**src/rtl/tick_monitor_pkg.sv**
```systemverilog
// Shared definitions for the tick monitor: FSM state encoding and err_flags bit positions.
package tick_monitor_pkg;

    typedef enum logic [1:0] {
        HUNT    = 2'd0,
        MEASURE = 2'd1,
        LOCKED  = 2'd2
    } state_t;

    localparam int EARLY   = 0;
    localparam int LATE    = 1;
    localparam int MISSING = 2;

endpackage

```
**src/rtl/sync_edge_detect.sv**
```systemverilog
// Two-flop synchronizer plus history flop; emits a registered one-cycle pulse per rising edge.
module sync_edge_detect (
    input  logic clk,
    input  logic rst_n,
    input  logic din,
    output logic rise
);

    logic meta_reg;
    logic sync_reg;
    logic hist_reg;

    // The pulse is registered so downstream sees a clean flop output, at the cost of one cycle.
    always_ff @(posedge clk or negedge rst_n) begin
        if (!rst_n) begin
            meta_reg <= 1'b0;
            sync_reg <= 1'b0;
            hist_reg <= 1'b0;
            rise     <= 1'b0;
        end else begin
            meta_reg <= din;
            sync_reg <= meta_reg;
            hist_reg <= sync_reg;
            rise     <= sync_reg & ~hist_reg;
        end
    end

endmodule

```
**src/rtl/tick_monitor.sv**
```systemverilog
// Measures the period of an asynchronous tick, classifies it against a tolerance window,
// tracks lock and flags early, late and missing ticks.
module tick_monitor
    import tick_monitor_pkg::*;
#(
    parameter int unsigned NOMINAL_COUNT = 25_000_000,
    parameter int unsigned TOLERANCE     = 500,
    parameter int unsigned LOCK_COUNT    = 4,
    parameter int unsigned TIMEOUT_COUNT = 2 * NOMINAL_COUNT
) (
    input  logic        clk,
    input  logic        rst_n,
    input  logic        tick_in,
    input  logic        clear_err,
    output logic [31:0] period,
    output logic        period_valid,
    output logic        locked,
    output logic        early_err,
    output logic        late_err,
    output logic        missing_err,
    output logic [2:0]  err_flags
);

    localparam logic [31:0] LO_LIMIT = 32'(NOMINAL_COUNT - TOLERANCE);
    localparam logic [31:0] HI_LIMIT = 32'(NOMINAL_COUNT + TOLERANCE);
    localparam logic [31:0] TMO      = 32'(TIMEOUT_COUNT);
    localparam logic [31:0] LK       = 32'(LOCK_COUNT);

    state_t      state_reg;
    logic [31:0] cnt_reg;
    logic [31:0] good_cnt_reg;
    logic        tick_rise;
    logic [31:0] meas;
    logic        is_early;
    logic        is_late;
    logic        ev_early;
    logic        ev_late;
    logic        ev_missing;
    logic [2:0]  flags_next;

    sync_edge_detect u_sync (
        .clk   (clk),
        .rst_n (rst_n),
        .din   (tick_in),
        .rise  (tick_rise)
    );

    assign meas     = cnt_reg + 32'd1;
    assign is_early = meas < LO_LIMIT;
    assign is_late  = meas > HI_LIMIT;

    // An edge in the timeout cycle wins: it is measured (and will classify as late).
    always_comb begin
        ev_early   = 1'b0;
        ev_late    = 1'b0;
        ev_missing = 1'b0;
        if (state_reg != HUNT) begin
            if (tick_rise) begin
                ev_early = is_early;
                ev_late  = is_late;
            end else if (cnt_reg == TMO) begin
                ev_missing = 1'b1;
            end
        end
    end

    always_comb begin
        flags_next          = clear_err ? 3'b000 : err_flags;
        flags_next[EARLY]   = flags_next[EARLY]   | ev_early;
        flags_next[LATE]    = flags_next[LATE]    | ev_late;
        flags_next[MISSING] = flags_next[MISSING] | ev_missing;
    end

    always_ff @(posedge clk or negedge rst_n) begin
        if (!rst_n) begin
            state_reg    <= HUNT;
            cnt_reg      <= 32'd0;
            good_cnt_reg <= 32'd0;
            period       <= 32'd0;
            period_valid <= 1'b0;
            locked       <= 1'b0;
            early_err    <= 1'b0;
            late_err     <= 1'b0;
            missing_err  <= 1'b0;
            err_flags    <= 3'b000;
        end else begin
            period_valid <= 1'b0;
            early_err    <= ev_early;
            late_err     <= ev_late;
            missing_err  <= ev_missing;
            err_flags    <= flags_next;
            case (state_reg)
                HUNT: begin
                    if (tick_rise) begin
                        state_reg    <= MEASURE;
                        cnt_reg      <= 32'd0;
                        good_cnt_reg <= 32'd0;
                    end
                end
                MEASURE, LOCKED: begin
                    if (tick_rise) begin
                        cnt_reg      <= 32'd0;
                        period       <= meas;
                        period_valid <= 1'b1;
                        if (is_early || is_late) begin
                            state_reg    <= MEASURE;
                            good_cnt_reg <= 32'd0;
                            locked       <= 1'b0;
                        end else if (state_reg == MEASURE) begin
                            good_cnt_reg <= good_cnt_reg + 32'd1;
                            if (good_cnt_reg + 32'd1 >= LK) begin
                                state_reg <= LOCKED;
                                locked    <= 1'b1;
                            end
                        end
                    end else if (cnt_reg == TMO) begin
                        state_reg    <= HUNT;
                        good_cnt_reg <= 32'd0;
                        locked       <= 1'b0;
                    end else begin
                        cnt_reg <= cnt_reg + 32'd1;
                    end
                end
                default: begin
                    state_reg <= HUNT;
                    locked    <= 1'b0;
                end
            endcase
        end
    end

endmodule

```
**config.mk**
```make
export PLATFORM = sky130hd
export DESIGN_NAME = tick_monitor
export DESIGN_NICKNAME = d
export VERILOG_FILES = /design/src/rtl/tick_monitor_pkg.sv /design/src/rtl/sync_edge_detect.sv /design/src/rtl/tick_monitor.sv
export SDC_FILE = /design/constraint.sdc
export NUM_CORES = 1
export LEC_CHECK = 0
export CAP_MARGIN = 0
export CORE_ASPECT_RATIO = 0.9
export CORE_MARGIN = 2
export CORE_UTILIZATION = 30
export CTS_BUF_LIST = sky130_fd_sc_hd__clkbuf_4
export CTS_CLUSTER_SIZE = 24
export DETAILED_ROUTE_END_ITERATION = 6
export SLEW_MARGIN = 20
export SYNTH_ARGS = -nofsm -noshare
export SYNTH_HDL_FRONTEND = slang
export SYNTH_HIERARCHICAL = 1
export SYNTH_SLANG_ARGS = --single-unit
```
**constraint.sdc**
```tcl
create_clock -name clk -period 4.3 [get_ports clk]
set_input_delay 1.29 -clock clk [delete_from_list [all_inputs] [get_ports clk]]
set_output_delay 1.29 -clock clk [all_outputs]
set_load 0.02 [all_outputs]
```
==> out/qor.tcl <==
set qor(final_cell_count_no_fill) 1128
set qor(arrival_ns) 4.45
set qor(synth.avg_cell_area_sq_um) 8.48
set qor(clock_share_of_power_pct) 23.8
set qor(synth_area_sq_mm) 0.00687
set qor(critPathLaunch) {good_cnt_reg[0]}
set qor(drt_first_iter_violations) 683
set qor(final.setup_skew_ns) 0.0347
set qor(internal_power_mw) 1.38
set qor(cts.htree.levels) 3
set qor(clock_network_latency_to_the_later_pin_of_the_worst_skew_pair_ns) 0.51
set qor(dpl.hpwl_mm) 13.3
set qor(hold_bufs_inserted_after_cts) 0
set qor(wl_per_cell_um) 16.6
set qor(ff2ff_setup_slack_ns) 0.26
set qor(core-area_sq_mm) 0.0225
set qor(std_cell_rows) 52
set qor(synth-seq-cells) 110
set qor(p_comb_share_pct) 24.5
set qor(static-leakage-power_nw) 3.03
set qor(synth_nets) 821
set qor(via_count) 6151
set qor(placed_cell_area_sq_mm) 0.00763
set qor(dr_drc_count) 0
set qor(power.share.sequential_pct) 51.7
set qor(clock_transition_at_the_registers_of_the_reported_paths_ns) 0.18
set qor(post-route-cell-area_sq_mm) 0.00777
set qor(regArea_sq_mm) 0.00275
set qor(grt_usage_pct) 16.1
set qor(post_synth_num_cell_types) 76
set qor(sw_pwr_mw) 0.726
set qor(pre_cts_slack_ns) 0.267
set qor(port-buffer-count) 43
set qor(placed_cells_incl_taps) 1110
set qor(post-route-worst-setup-slack_ns) 0.263
set qor(cts.root.buffer_cell) {sky130_fd_sc_hd__clkbuf_4}
set qor(post_synth_inst_count) 810
set qor(reg2reg_to) {state_reg[1]}
set qor(synth.yosys.warnings) 6
set qor(fin_crit_ns) 4.04
set qor(die_w_um) 163
set qor(cts-buffers-inserted) 9
set qor(min_from) {u_sync/meta_reg}
set qor(report.final.hold_viol_count) 0
set qor(drive_above_1_share_pct) 8.81
set qor(max_slew.worst_pin.slew_ns) 0.735
set qor(ys_seq_area_share_pct) 40.1
set qor(drtPass1Iterations) 7
set qor(number_of_global_route_vias_before_repair) 5724
set qor(report.final.slew_viol_count) 0
set qor(globalRouteMet3Util_pct) 3.40
set qor(fmaxAchievable_ghz) 0.248
set qor(die_height_um) 148
set qor(die_outline_area_sq_mm) 0.0241
set qor(hold-path-endpoint) {u_sync/sync_reg}
set qor(via_per_inst) 5.45
set qor(fin_tns_setup_ns) 0
set qor(multi_input_area_sq_mm) 0.00383
set qor(hold_path_class) {reg2reg}
set qor(timing.critical_path.required_ns) 4.72
set qor(cap_violations) 0
set qor(fin_nets) 835
set qor(final_min_period_over_clock_period_pct) 93.9
set qor(holdWs_ns) 0.368
set qor(largest_net_degree_at_the_start_of_global_routing) 68
set qor(globalplace.congestion) 0.951
set qor(antenna_violating_nets_post_route) 0
set qor(layout.cells.most_common) {sky130_fd_sc_hd__dfrtp_1}
set qor(postLayoutCoreUtil_pct) 34.5
set qor(critPathLaunchType) {flip-flop}
set qor(effective_utilization_at_floorplan_pct) 30.5
set qor(tritoncts) {built}
set qor(power.density_mw_per_mm2) 271
set qor(netSwitchingFraction_pct) 34.4
set qor(global_route.usage.met2_pct) 24.2
set qor(worstHoldPathCells) 0
set qor(run_status) {completed}
set qor(ff2ff_path_depth) 11
set qor(cts.sinks) 110
set qor(synth-edff-count) 0
set qor(grt_pass1_wl_mm) 31.5
set qor(final_cell_mix) {sky130_fd_sc_hd__dfrtp_1 (110), sky130_fd_sc_hd__nand2_1 (105), sky130_fd_sc_hd__o21ai_0 (83)}
set qor(boundaryPins) 44
set qor(antenna_found_initial) 2
set qor(area.growth.synth_to_final_pct) 13.2
set qor(synth_top_flop_cell) {sky130_fd_sc_hd__dfrtp_1}
set qor(timing.critical_path.fanout_max) 9
set qor(globalRoute.busiestLayer) {met2}
set qor(finalWirelength_mm) 18.8
set qor(cts_buffer_depth) 2
set qor(layout.filler_cells) 2408
set qor(crit_path_end_kind) {flip-flop}
set qor(setup_violations) 0
set qor(synth_async_sr_flop_share_pct) 100
set qor(overflow) 0
set qor(timing.max_slew.rel_slack_pct) 49.8
set qor(crit-reg2reg-launch) {good_cnt_reg[0]}
set qor(grt_util_met1_pct) 23.9
set qor(power_after_layout_mw) 2.11
set qor(max-vdd-ir-drop_mv) 0.115
set qor(worst-setup-path-type) {reg2reg}
cells in the mapped netlist, drive strengths merged (12+ instances only):
cell	count	area share (%)
nand2	106	5.8
inv	12	0.66
o21ai	90	6.6
and3	18	1.6
nor4	26	2.6
or3	12	1.2
a21oi	37	2.7
buf	27	2.0
nand4	38	3.9
xor2	17	2.2
o31ai	18	2.0
nand3	48	3.6
dfrtp	110	40
xnor2	18	2.3
nor3	22	1.8
nor2	42	2.3
mux2i	19	2.8
clkbuf	41	2.2
worst max-delay path by stage:
stage,end,slack (ns)
3_3_place_gp,state_reg[1],0.25
6_report,state_reg[1],0.26
2_1_floorplan,state_reg[1],0.87
5_1_grt,good_cnt_reg[17],-0.004
4_1_cts,state_reg[1],0.25
3_5_place_dp,state_reg[1],0.27
cell type report:
class | count | area share [%]
Clock buffer | 12 | 1.16
Timing Repair Buffer | 71 | 8.37
Inverter | 13 | 0.628
Sequential cell | 110 | 35.4
Multi-Input combinational cell | 619 | 49.2
Tap cell | 297 | 4.78
Clock inverter | 4 | 0.386
Antenna cell | 2 | 0.0644
cell families (layout without fill, tap and decap cells):
family	count (synthesis)	in the layout	share of synthesized area (%)
compound gates	196	196	17.5
xor+xnor	35	35	4.46
fa+ha+maj	7	7	1.28
buf+inv	81	100	4.94
flops	110	110	40.1
mux	21	21	3.10
other cells	0	2	0
simple gates	360	360	28.6
per-layer routing:
metal  wire length, um  share of wire (%)
met1              9180                 49
met2              8400                 45
met3               970                5.2
met4               212                1.1
met5                 0                  0
power groups by stage:
stage	Combinational, mW	Sequential, mW	Clock, mW
after floorplan	0.303	1.13	0
final	0.517	1.09	0.502
after global routing	0.578	1.10	0.569
after global placement	0.516	1.11	0
after detailed placement	0.528	1.11	0
after CTS	0.529	1.09	0.530
critical path, cell delays in order (launching register included):
cell and delay (ns):
sky130_fd_sc_hd__dfrtp_1 0.49, sky130_fd_sc_hd__ha_1 0.38, sky130_fd_sc_hd__and3_1 0.43, sky130_fd_sc_hd__nand4_1 0.21, sky130_fd_sc_hd__or4b_2 0.63, sky130_fd_sc_hd__o311a_1 0.12
sky130_fd_sc_hd__a21oi_1 0.11, sky130_fd_sc_hd__and4_1 0.21, sky130_fd_sc_hd__nand4_1 0.11, sky130_fd_sc_hd__a2111oi_0 0.72, sky130_fd_sc_hd__or2_1 0.22, sky130_fd_sc_hd__mux2_1 0.32
what timing repair did:
action,4_1_cts,5_1_grt
endpoints found under the hold margin,0,0
buffers inserted,0,0
endpoints found under the setup margin,0,13
resized for setup,0,2
No activity file was read; power rests on OpenSTA's default activity.
